$ cat config.mk
export PLATFORM = sky130hd
export DESIGN_NAME = tick_to_level_flat
export DESIGN_NICKNAME = d
export VERILOG_FILES = /design/src/rtl/tick_to_level_if.sv /design/src/rtl/tick_to_level.sv /design/src/flat_wrapper.sv
export SDC_FILE = /design/constraint.sdc
export NUM_CORES = 1
export LEC_CHECK = 0
export BUFFER_PORTS_ARGS = -buffer_cell sky130_fd_sc_hd__buf_2
export CAP_MARGIN = 25
export CORE_ASPECT_RATIO = 0.9
export CORE_UTILIZATION = 30
export DETAILED_ROUTE_END_ITERATION = 8
export GPL_TIMING_DRIVEN = 0
export PLACE_DENSITY = 0.46
export SYNTH_ARGS = -nofsm -noshare
export SYNTH_HDL_FRONTEND = slang
export SYNTH_SLANG_ARGS = --single-unit
$ cat constraint.sdc
create_clock -name clk -period 3.1 [get_ports clk]
set_input_delay 0.31 -clock clk [delete_from_list [all_inputs] [get_ports clk]]
set_output_delay 0.31 -clock clk [all_outputs]
set_load 0.1 [all_outputs]
$ cat src/rtl/tick_to_level_if.sv
// Bus bundle for tick_to_level: tick/width requests in, level/status out.
// The master drives requests; the slave (the converter) returns the status.
interface tick_to_level_if #(
  parameter int WIDTH_BITS = 8,
  parameter int PEND_BITS  = 2
);
  logic                  tick;
  logic [WIDTH_BITS-1:0] width;
  logic                  level;
  logic                  busy;
  logic [PEND_BITS-1:0]  pending;
  logic                  overflow;

  modport master (
    output tick, width,
    input  level, busy, pending, overflow
  );

  modport slave (
    input  tick, width,
    output level, busy, pending, overflow
  );
endinterface

$ cat src/rtl/tick_to_level.sv
// Converts 1-cycle ticks into level pulses of programmable width, queueing ticks that land mid-pulse.
// Define TICK_TO_LEVEL_RETRIGGER_EN to make ticks during the high phase extend the pulse instead.
module tick_to_level #(
  parameter int WIDTH_BITS  = 8,
  parameter int GAP_CYCLES  = 1,
  parameter int MAX_PENDING = 3
) (
  input logic           clk,
  input logic           reset,
  tick_to_level_if.slave bus
);
  localparam int PEND_BITS = $clog2(MAX_PENDING + 1);
  localparam int GAP_BITS  = $clog2(GAP_CYCLES + 1);

  typedef enum logic [1:0] {IDLE, HIGH, GAP} state_t;

  state_t                state_q, state_d;
  logic [WIDTH_BITS-1:0] cnt_q, cnt_d;
  logic [GAP_BITS-1:0]   gap_q, gap_d;
  logic [PEND_BITS-1:0]  pending_q, pending_d;
  logic                  overflow_q, overflow_d;
  logic [WIDTH_BITS-1:0] w_start;
  logic                  queue_tick;
  logic                  consume;

  // A zero width still produces a one-cycle pulse.
  assign w_start = (bus.width == '0) ? WIDTH_BITS'(1) : bus.width;

  always_comb begin
    state_d    = state_q;
    cnt_d      = cnt_q;
    gap_d      = gap_q;
    pending_d  = pending_q;
    overflow_d = 1'b0;
    queue_tick = 1'b0;
    consume    = 1'b0;

    case (state_q)
      IDLE: begin
        if (bus.tick) begin
          state_d = HIGH;
          cnt_d   = w_start;
        end
      end
      HIGH: begin
        if (cnt_q <= WIDTH_BITS'(1)) begin
          state_d = GAP;
          gap_d   = GAP_BITS'(GAP_CYCLES);
        end else begin
          cnt_d = cnt_q - WIDTH_BITS'(1);
        end
`ifdef TICK_TO_LEVEL_RETRIGGER_EN
        if (bus.tick) begin
          state_d = HIGH;
          cnt_d   = w_start;
        end
`else
        queue_tick = bus.tick;
`endif
      end
      GAP: begin
        if (gap_q <= GAP_BITS'(1)) begin
          // Queued work goes first; a fresh tick then joins the queue behind it.
          if (pending_q != '0) begin
            state_d    = HIGH;
            cnt_d      = w_start;
            consume    = 1'b1;
            queue_tick = bus.tick;
          end else if (bus.tick) begin
            state_d = HIGH;
            cnt_d   = w_start;
          end else begin
            state_d = IDLE;
          end
        end else begin
          gap_d      = gap_q - GAP_BITS'(1);
          queue_tick = bus.tick;
        end
      end
      default: state_d = IDLE;
    endcase

    if (consume && !queue_tick) begin
      pending_d = pending_q - PEND_BITS'(1);
    end else if (queue_tick && !consume) begin
      if (pending_q < PEND_BITS'(MAX_PENDING)) begin
        pending_d = pending_q + PEND_BITS'(1);
      end else begin
        overflow_d = 1'b1;
      end
    end
  end

  always_ff @(posedge clk) begin
    if (reset) begin
      state_q    <= IDLE;
      cnt_q      <= '0;
      gap_q      <= '0;
      pending_q  <= '0;
      overflow_q <= 1'b0;
    end else begin
      state_q    <= state_d;
      cnt_q      <= cnt_d;
      gap_q      <= gap_d;
      pending_q  <= pending_d;
      overflow_q <= overflow_d;
    end
  end

  assign bus.level    = (state_q == HIGH);
  assign bus.busy     = (state_q != IDLE);
  assign bus.pending  = pending_q;
  assign bus.overflow = overflow_q;
endmodule

$ cat src/flat_wrapper.sv
// flat-port wrapper written by rule: the top's interface ports become plain ports
module tick_to_level_flat 
#(
  parameter int WIDTH_BITS  = 8,
  parameter int GAP_CYCLES  = 1,
  parameter int MAX_PENDING = 3
)
  (clk, reset, bus_tick, bus_width, bus_level, bus_busy, bus_pending, bus_overflow);
  tick_to_level_if #(.WIDTH_BITS(WIDTH_BITS), .PEND_BITS((2))) bus_i ();
  input logic clk;
  input logic reset;
  input wire logic [$bits(bus_i.tick)-1:0] bus_tick;
  input wire logic [$bits(bus_i.width)-1:0] bus_width;
  output wire logic [$bits(bus_i.level)-1:0] bus_level;
  output wire logic [$bits(bus_i.busy)-1:0] bus_busy;
  output wire logic [$bits(bus_i.pending)-1:0] bus_pending;
  output wire logic [$bits(bus_i.overflow)-1:0] bus_overflow;
  assign bus_i.tick = bus_tick;
  assign bus_i.width = bus_width;
  assign bus_level = bus_i.level;
  assign bus_busy = bus_i.busy;
  assign bus_pending = bus_i.pending;
  assign bus_overflow = bus_i.overflow;
  tick_to_level #(.WIDTH_BITS(WIDTH_BITS), .GAP_CYCLES(GAP_CYCLES), .MAX_PENDING(MAX_PENDING)) u_core (.clk(clk), .reset(reset), .bus(bus_i));
endmodule
==> run metrics, run 1 <==
status complete, no violations; Synth Flop Type dfxtp_1; IO Count 16; number of buffers created by CTS 3; DP Worst Slack 0.688 ns; Final nets around 190; Mapped Area about 1200 sq um; Max FO, Critical Path 8; clk sinks 13; crit end category flop; initial core utilization 31.8%; fin crit share roughly four fifths; Hold Fails Final Rpt 0; DRT Wirelength ~3.5 mm; Worst-path clk slew about 0.07 ns; Antenna Nets Post-Route 0; diode count 0; Synth top cells by count inv_1, dfxtp_1, nor2_1, o21ai_0; area leader, netlist dfxtp_1; CP required roughly 3.3 ns; post-synthesis sequential area ratio between 20% and 30%; Final Setup Violations 0; first-pass GRT wire length between 5 and 6 mm; DRC viols 0; slowest stage delay, CP 0.67 ns; post-layout min period about 2.5 ns; H-tree levels 1; GP Congestion 0.760; total negative slack 0 ns; syn avg cell area between 8 and 9 sq um; Worst path slowest cell a41oi_1; via/cell ratio 5.72; hpwl dp approximately 2.5 mm; kind of critical path reg2reg; root buf cell clkbuf_8; crit path buf inv count 2; worst hold slack ~0.47 ns; largest net degree at the start of global routing 11; CTS tree done; Yosys top cell area share a little over a fifth; Worst slew margin ~47%; GRT Util Overall around a fifth; WL/cell around 16 microns; crit path DAT around 2.7 ns; Sequential Area approximately 260 sq um; Netlist cell types 50; maxcap violations 0; iteration count of the initial detailed-routing pass 4; share of cells above drive strength 1 between 10% and 20%; Clock Skew between 0.004 and 0.005 ns; Clk Latency, worst-skew pair between 0.2 and 0.3 ns; Pwr Density between 900 and 1000 nW/um^2; fmax approximately 400 MHz; multi-input logic area roughly 810 sq um; post-synthesis async set-or-reset flop share 0%; die area between 4000 and 5000 sq um; worst vdd ir approximately 0.28 mV; YS warnings 0; number of setup buffers added after CTS 0; worst hold-check path type in2reg; fin. max-slew vios 0; #FFs+latches synth 13; fillers 415; critical path, cell by cell clkbuf_1 > inv_1 > ha_1 > or2_2 > a41oi_1 > o21ai_0 > a21oi_1; initial antenna violation count 0; via count of the routed design 1,206; Syn-to-layout area delta 14.4%; Post-Synthesis Cells around 150; GRT overflow 0; First DRT Iteration DRCs 84; unrepaired setup endpoints after global routing no; Setup crit start kind flop; Die W roughly 69 microns; most frequent cell after synthesis inv_1; Core Rows 21; post-CTS sizing 0; largest cells by area after synthesis dfxtp_1, ha_1, inv_1; core area 3760 sq um; vias in the first global route roughly 1,200; CTS Hold Bufs 0; Post-Syn Nets between 150 and 200; Die H a little over 60 microns; Leakage Power between 0.5 and 0.6 nW; number of synthesized flops with an enable pin 0; measured slew at the worst slew-check pin between 0.7 and 0.8 ns; clock buffer depth 2; final worst slack 0.597 ns; Crit path max-delay family compound AO/OA/AOI/OAI gates; fin util between 30 and 40%; Port Buffers 14
## stage by stage
| step | total power [mW] | instances | area [sq um] |
|---|---|---|---|
| after CTS | 1.25 | 211 | 1370 |
| after global routing | 1.35 | 211 | 1370 |
| after global placement | 1.08 | 207 | 1320 |
| after floorplan | 0.903 | 147 | 1200 |
| after detailed placement | 1.08 | 207 | 1320 |
| final | 1.25 | 211 | 1370 |
## per-layer routing
metal / track usage (%) / up-vias / wire length, microns
li1: - / 592 / -
met1: 23.0 / 579 / 1580
met2: 31.9 / 31 / 1640
met3: 4.56 / 4 / 175
met4: 8.33 / 0 / 63
met5: 0 / - / 0
## cell usage in the layout (no fill, tap or decap), types with 3 or more instances in the layout
master,instances
mux2i_1,5
nor4_1,4
a31oi_1,3
o32ai_1,3
nand2_1,3
buf_6,3
ha_1,8
o21ai_0,9
buf_2,16
clkbuf_8,3
nor3_1,6
a211oi_1,3
a21oi_1,8
nor2_1,9
a211o_1,3
clkbuf_1,7
nor2b_1,3
dfxtp_1,13
inv_1,15
## sequential cells by signal (all words and copies together), names as in the netlist
signal,flops
u_core.state_q,2
u_core.bus.overflow,1
u_core.bus.pending,2
u_core.cnt_q,8
## worst min-delay path, delay by kind of cell
kind / cells / cell delay, ns
buffers and inverters: 2 / 0.16
AO/OA/AOI/OAI: 2 / 0.21
## report_power, final
part / switching [mW] / internal, mW
combinational: 0.528 / 0.292
clock: 0.0762 / 0.0913
sequential: 0.0519 / 0.214
## final cells by class
| class | instances | share of cell area, % |
|---|---|---|
| tap | 46 | 4.20 |
| inverter | 15 | 4.11 |
| timing repair buffer | 14 | 5.12 |
| buffer | 12 | 5.12 |
| clock buffer | 4 | 3.29 |
| sequential | 13 | 19.0 |
| multi-input combinational | 107 | 59.1 |
## worst paths after layout
path,slack (ns),depth (start not counted),to,from
max,0.60,7,u_core.cnt_q[5],u_core.cnt_q[0]
min,0.47,4,u_core.cnt_q[6],bus_width[6]
max reg2reg,0.60,7,u_core.cnt_q[5],u_core.cnt_q[0]
min reg2reg,0.52,2,u_core.state_q[0],u_core.state_q[0]
## cell families (layout without fill, tap and decap cells)
kind of cell             Yosys count  after routing  share of synthesized area (%)
AO/OA/AOI/OAI                     50             50                           30.4
XOR/XNOR                           2              2                           1.46
adder cells (fa/ha/maj)            8              8                           8.37
buffers and inverters             27             45                           10.6
flip-flops                        13             13                           21.8
multiplexers                       8              8                           7.32
AND/OR/NAND/NOR                   39             39                           20.1
No activity file was read; power rests on OpenSTA's default activity.
==> inputs of run 2 (changes only) <==
PLACE_DENSITY = 0.48   (was 0.46)
clock period = 2.1 ns   (was 3.1 ns; I/O delays follow)
==> run 2 against run 1 <==
Net effect: critical endpoint is now u_core.bus.pending[1]; clock skew up 0.0049 ns; non-clock buffer count down 2; hold slack worse by 0.090 ns; cell area up 5.7%; sequential cell count unchanged; sequential share of layout area down 0.59 points; cell count down 0.95%; die area unchanged; setup slack worse by 0.52 ns; critical path depth up 3; count of clock-buffer cells in the layout unchanged; core utilization up 2.1 points.
==> run metrics, run 2 (synthesized netlist as in run 1, its figures left out) <==
Worst-path clk slew 0.07 ns (about the same); diode count 0 (unchanged); GRT overflow 0 (unchanged); crit path DAT 2.13 ns (was 2.68 ns); Setup crit start kind flop (unchanged); Die W 68.6 microns (unchanged); clock buffer depth 2 (unchanged); vias in the first global route 1,124 (was 1,198); first-pass GRT wire length 5.66 mm (was 5.74 mm); stages on the worst setup path 10 (was 7); status complete, no violations (unchanged); share of cells above drive strength 1 27.0% (was 17.6%); Reg with most FFs u_core.cnt_q (unchanged); unrepaired setup endpoints after global routing yes (was no); Worst path slowest cell dfxtp_2 (was a41oi_1); First DRT Iteration DRCs 52 (was 84); Clk Latency, worst-skew pair 0.26 ns (was 0.25 ns); H-tree levels 1 (unchanged); R2R Setup Slk 0.07 ns (was 0.60 ns); Worst slew margin 57.9% (was 46.9%); DRC viols 0 (unchanged); Syn-to-layout area delta 20.9% (was 14.4%); number of buffers created by CTS 3 (unchanged); DRT Wirelength 3.44 mm (was 3.46 mm); Core Rows 21 (unchanged); Final nets 183 (was 185); commonest non-fill, non-tap cell in the layout buf_2 (unchanged); Reg2Reg Depth 10 (was 7); Clock Skew 0.00903 ns (was 0.00417 ns); GP Congestion 0.837 (was 0.760); WHS Path Cells 4 (unchanged); WL/cell 16.5 microns (was 16.4 microns); largest net degree at the start of global routing 13 (was 11); clk sinks 13 (unchanged); Hold Fails Final Rpt 0 (unchanged); initial core utilization 31.8% (unchanged); GRT Util Overall 18.4% (was 19.0%); Crit path max-delay family adder cells (was compound AO/OA/AOI/OAI gates); worst hold-check path type in2reg (unchanged); Die H 61.9 microns (unchanged); measured slew at the worst slew-check pin 0.632 ns (was 0.787 ns); Leakage Power 0.570 nW (was 0.564 nW); via/cell ratio 5.65 (was 5.72); Antenna Nets Post-Route 0 (unchanged); iteration count of the initial detailed-routing pass 4 (unchanged); worst vdd ir 0.367 mV (was 0.280 mV); kind of critical path reg2reg (unchanged); DP Worst Slack -0.294 ns (was 0.688 ns); Pwr Density 1370 nW/um^2 (was 915 nW/um^2); slowest stage delay, CP 0.36 ns (was 0.67 ns); fin. max-slew vios 0 (unchanged); crit path buf inv count 3 (was 2); IO Count 16 (unchanged); cell area after layout 1450 sq um (was 1370 sq um); total negative slack 0 ns (unchanged); fin crit share 96.5% (was 80.7%); crit end category flop (unchanged); fin util 38.5% (was 36.4%); maxcap violations 0 (unchanged); fmax 494 MHz (was 400 MHz); root buf cell clkbuf_8 (unchanged); max reg flops 8 (unchanged); CTS tree done (unchanged); commonest non-fill, non-tap cells in the layout buf_2, inv_1, o21ai_0, nor2_1 (was buf_2, inv_1, dfxtp_1); Final Setup Violations 0 (unchanged); Port Buffers 14 (unchanged); initial antenna violation count 0 (unchanged); critical path, cell by cell inv_1 > ha_4 > clkbuf_8 > nand2_1 > a21o_1 > inv_1 > ha_1 > nand3b_1 > o21ai_0 > a211oi_2 (was clkbuf_1 > inv_1 > ha_1 > or2_2 > a41oi_1 > o21ai_0 > a21oi_1); hpwl dp 2.45 mm (was 2.46 mm); via count of the routed design 1,181 (was 1,206); post-layout min period 2.03 ns (was 2.50 ns); CP required 2.21 ns (was 3.28 ns); core area 3760 sq um (unchanged); Crit path top cell by count inv_1; final worst slack 0.0742 ns (was 0.597 ns); DP Area 1340 sq um (was 1320 sq um); die area 4240 sq um (unchanged); Max FO, Critical Path 10 (was 8)
-- run 2: changes by cell type in the layout (fill, tap and decap cells not counted), sizes merged --
cell,delta
clkinvlp,+1
inv,-1
clkbuf,-2
-- run 2: final timing paths --
kind,startpoint,endpoint
worst max-delay path,u_core.state_q[1],u_core.bus.pending[1]
worst min-delay path,bus_tick,u_core.state_q[1]
worst max register to register,u_core.state_q[1],u_core.bus.pending[1]
worst min register to register,u_core.bus.pending[0],u_core.bus.overflow
-- run 2: metrics by stage --
stage               hold WS, ns  std cells  total power, mW
floorplan                 0.423        147             1.36
global placement          0.517        207             1.61
detailed placement        0.508        207             1.60
CTS                       0.377        209             1.91
global route              0.414        209             2.12
finish                    0.377        209             1.98
-- run 2: where the power goes --
group,leakage [nW],internal (mW),total [mW],switching [mW]
logic,0.439,0.528,1.33,0.807
clock network,0.0228,0.135,0.242,0.107
registers,0.109,0.321,0.405,0.0840
-- run 2: tightest hold or removal path, delay by kind of cell --
family / cells / cell delay (ns)
AO/OA/AOI/OAI: 1 / 0.06
buffers and inverters: 1 / 0.15
AND/OR/NAND/NOR: 2 / 0.17
-- run 2: area by class of cell --
class                   count  area (sq um)
plain buffers              10          82.6
clock buffers               4          45.0
fillers                   404          2310
inverters                  15          60.1
multi-input cells         107           865
flip-flops and latches     13           267
well taps                  46          57.6
repair buffers             14          70.1
-- run 2: metal layers --
layer | vias up | global-route usage, % | part of all wire [%]
met3 | 5 | 2.37 | 5.9
met5 | - | 0 | 0
met2 | 33 | 29.7 | 47
met1 | 554 | 25.3 | 45
met4 | 0 | 6.25 | 1.2
li1 | 589 | - | -
-- run 2: what timing repair did --
action                     in CTS  in global routing
resized for setup              10                 10
pin swaps                       0                  0
hold endpoints to repair        0                  0
setup endpoints to repair      11                 10
setup buffers                   0                  0
hold buffers                    0                  0
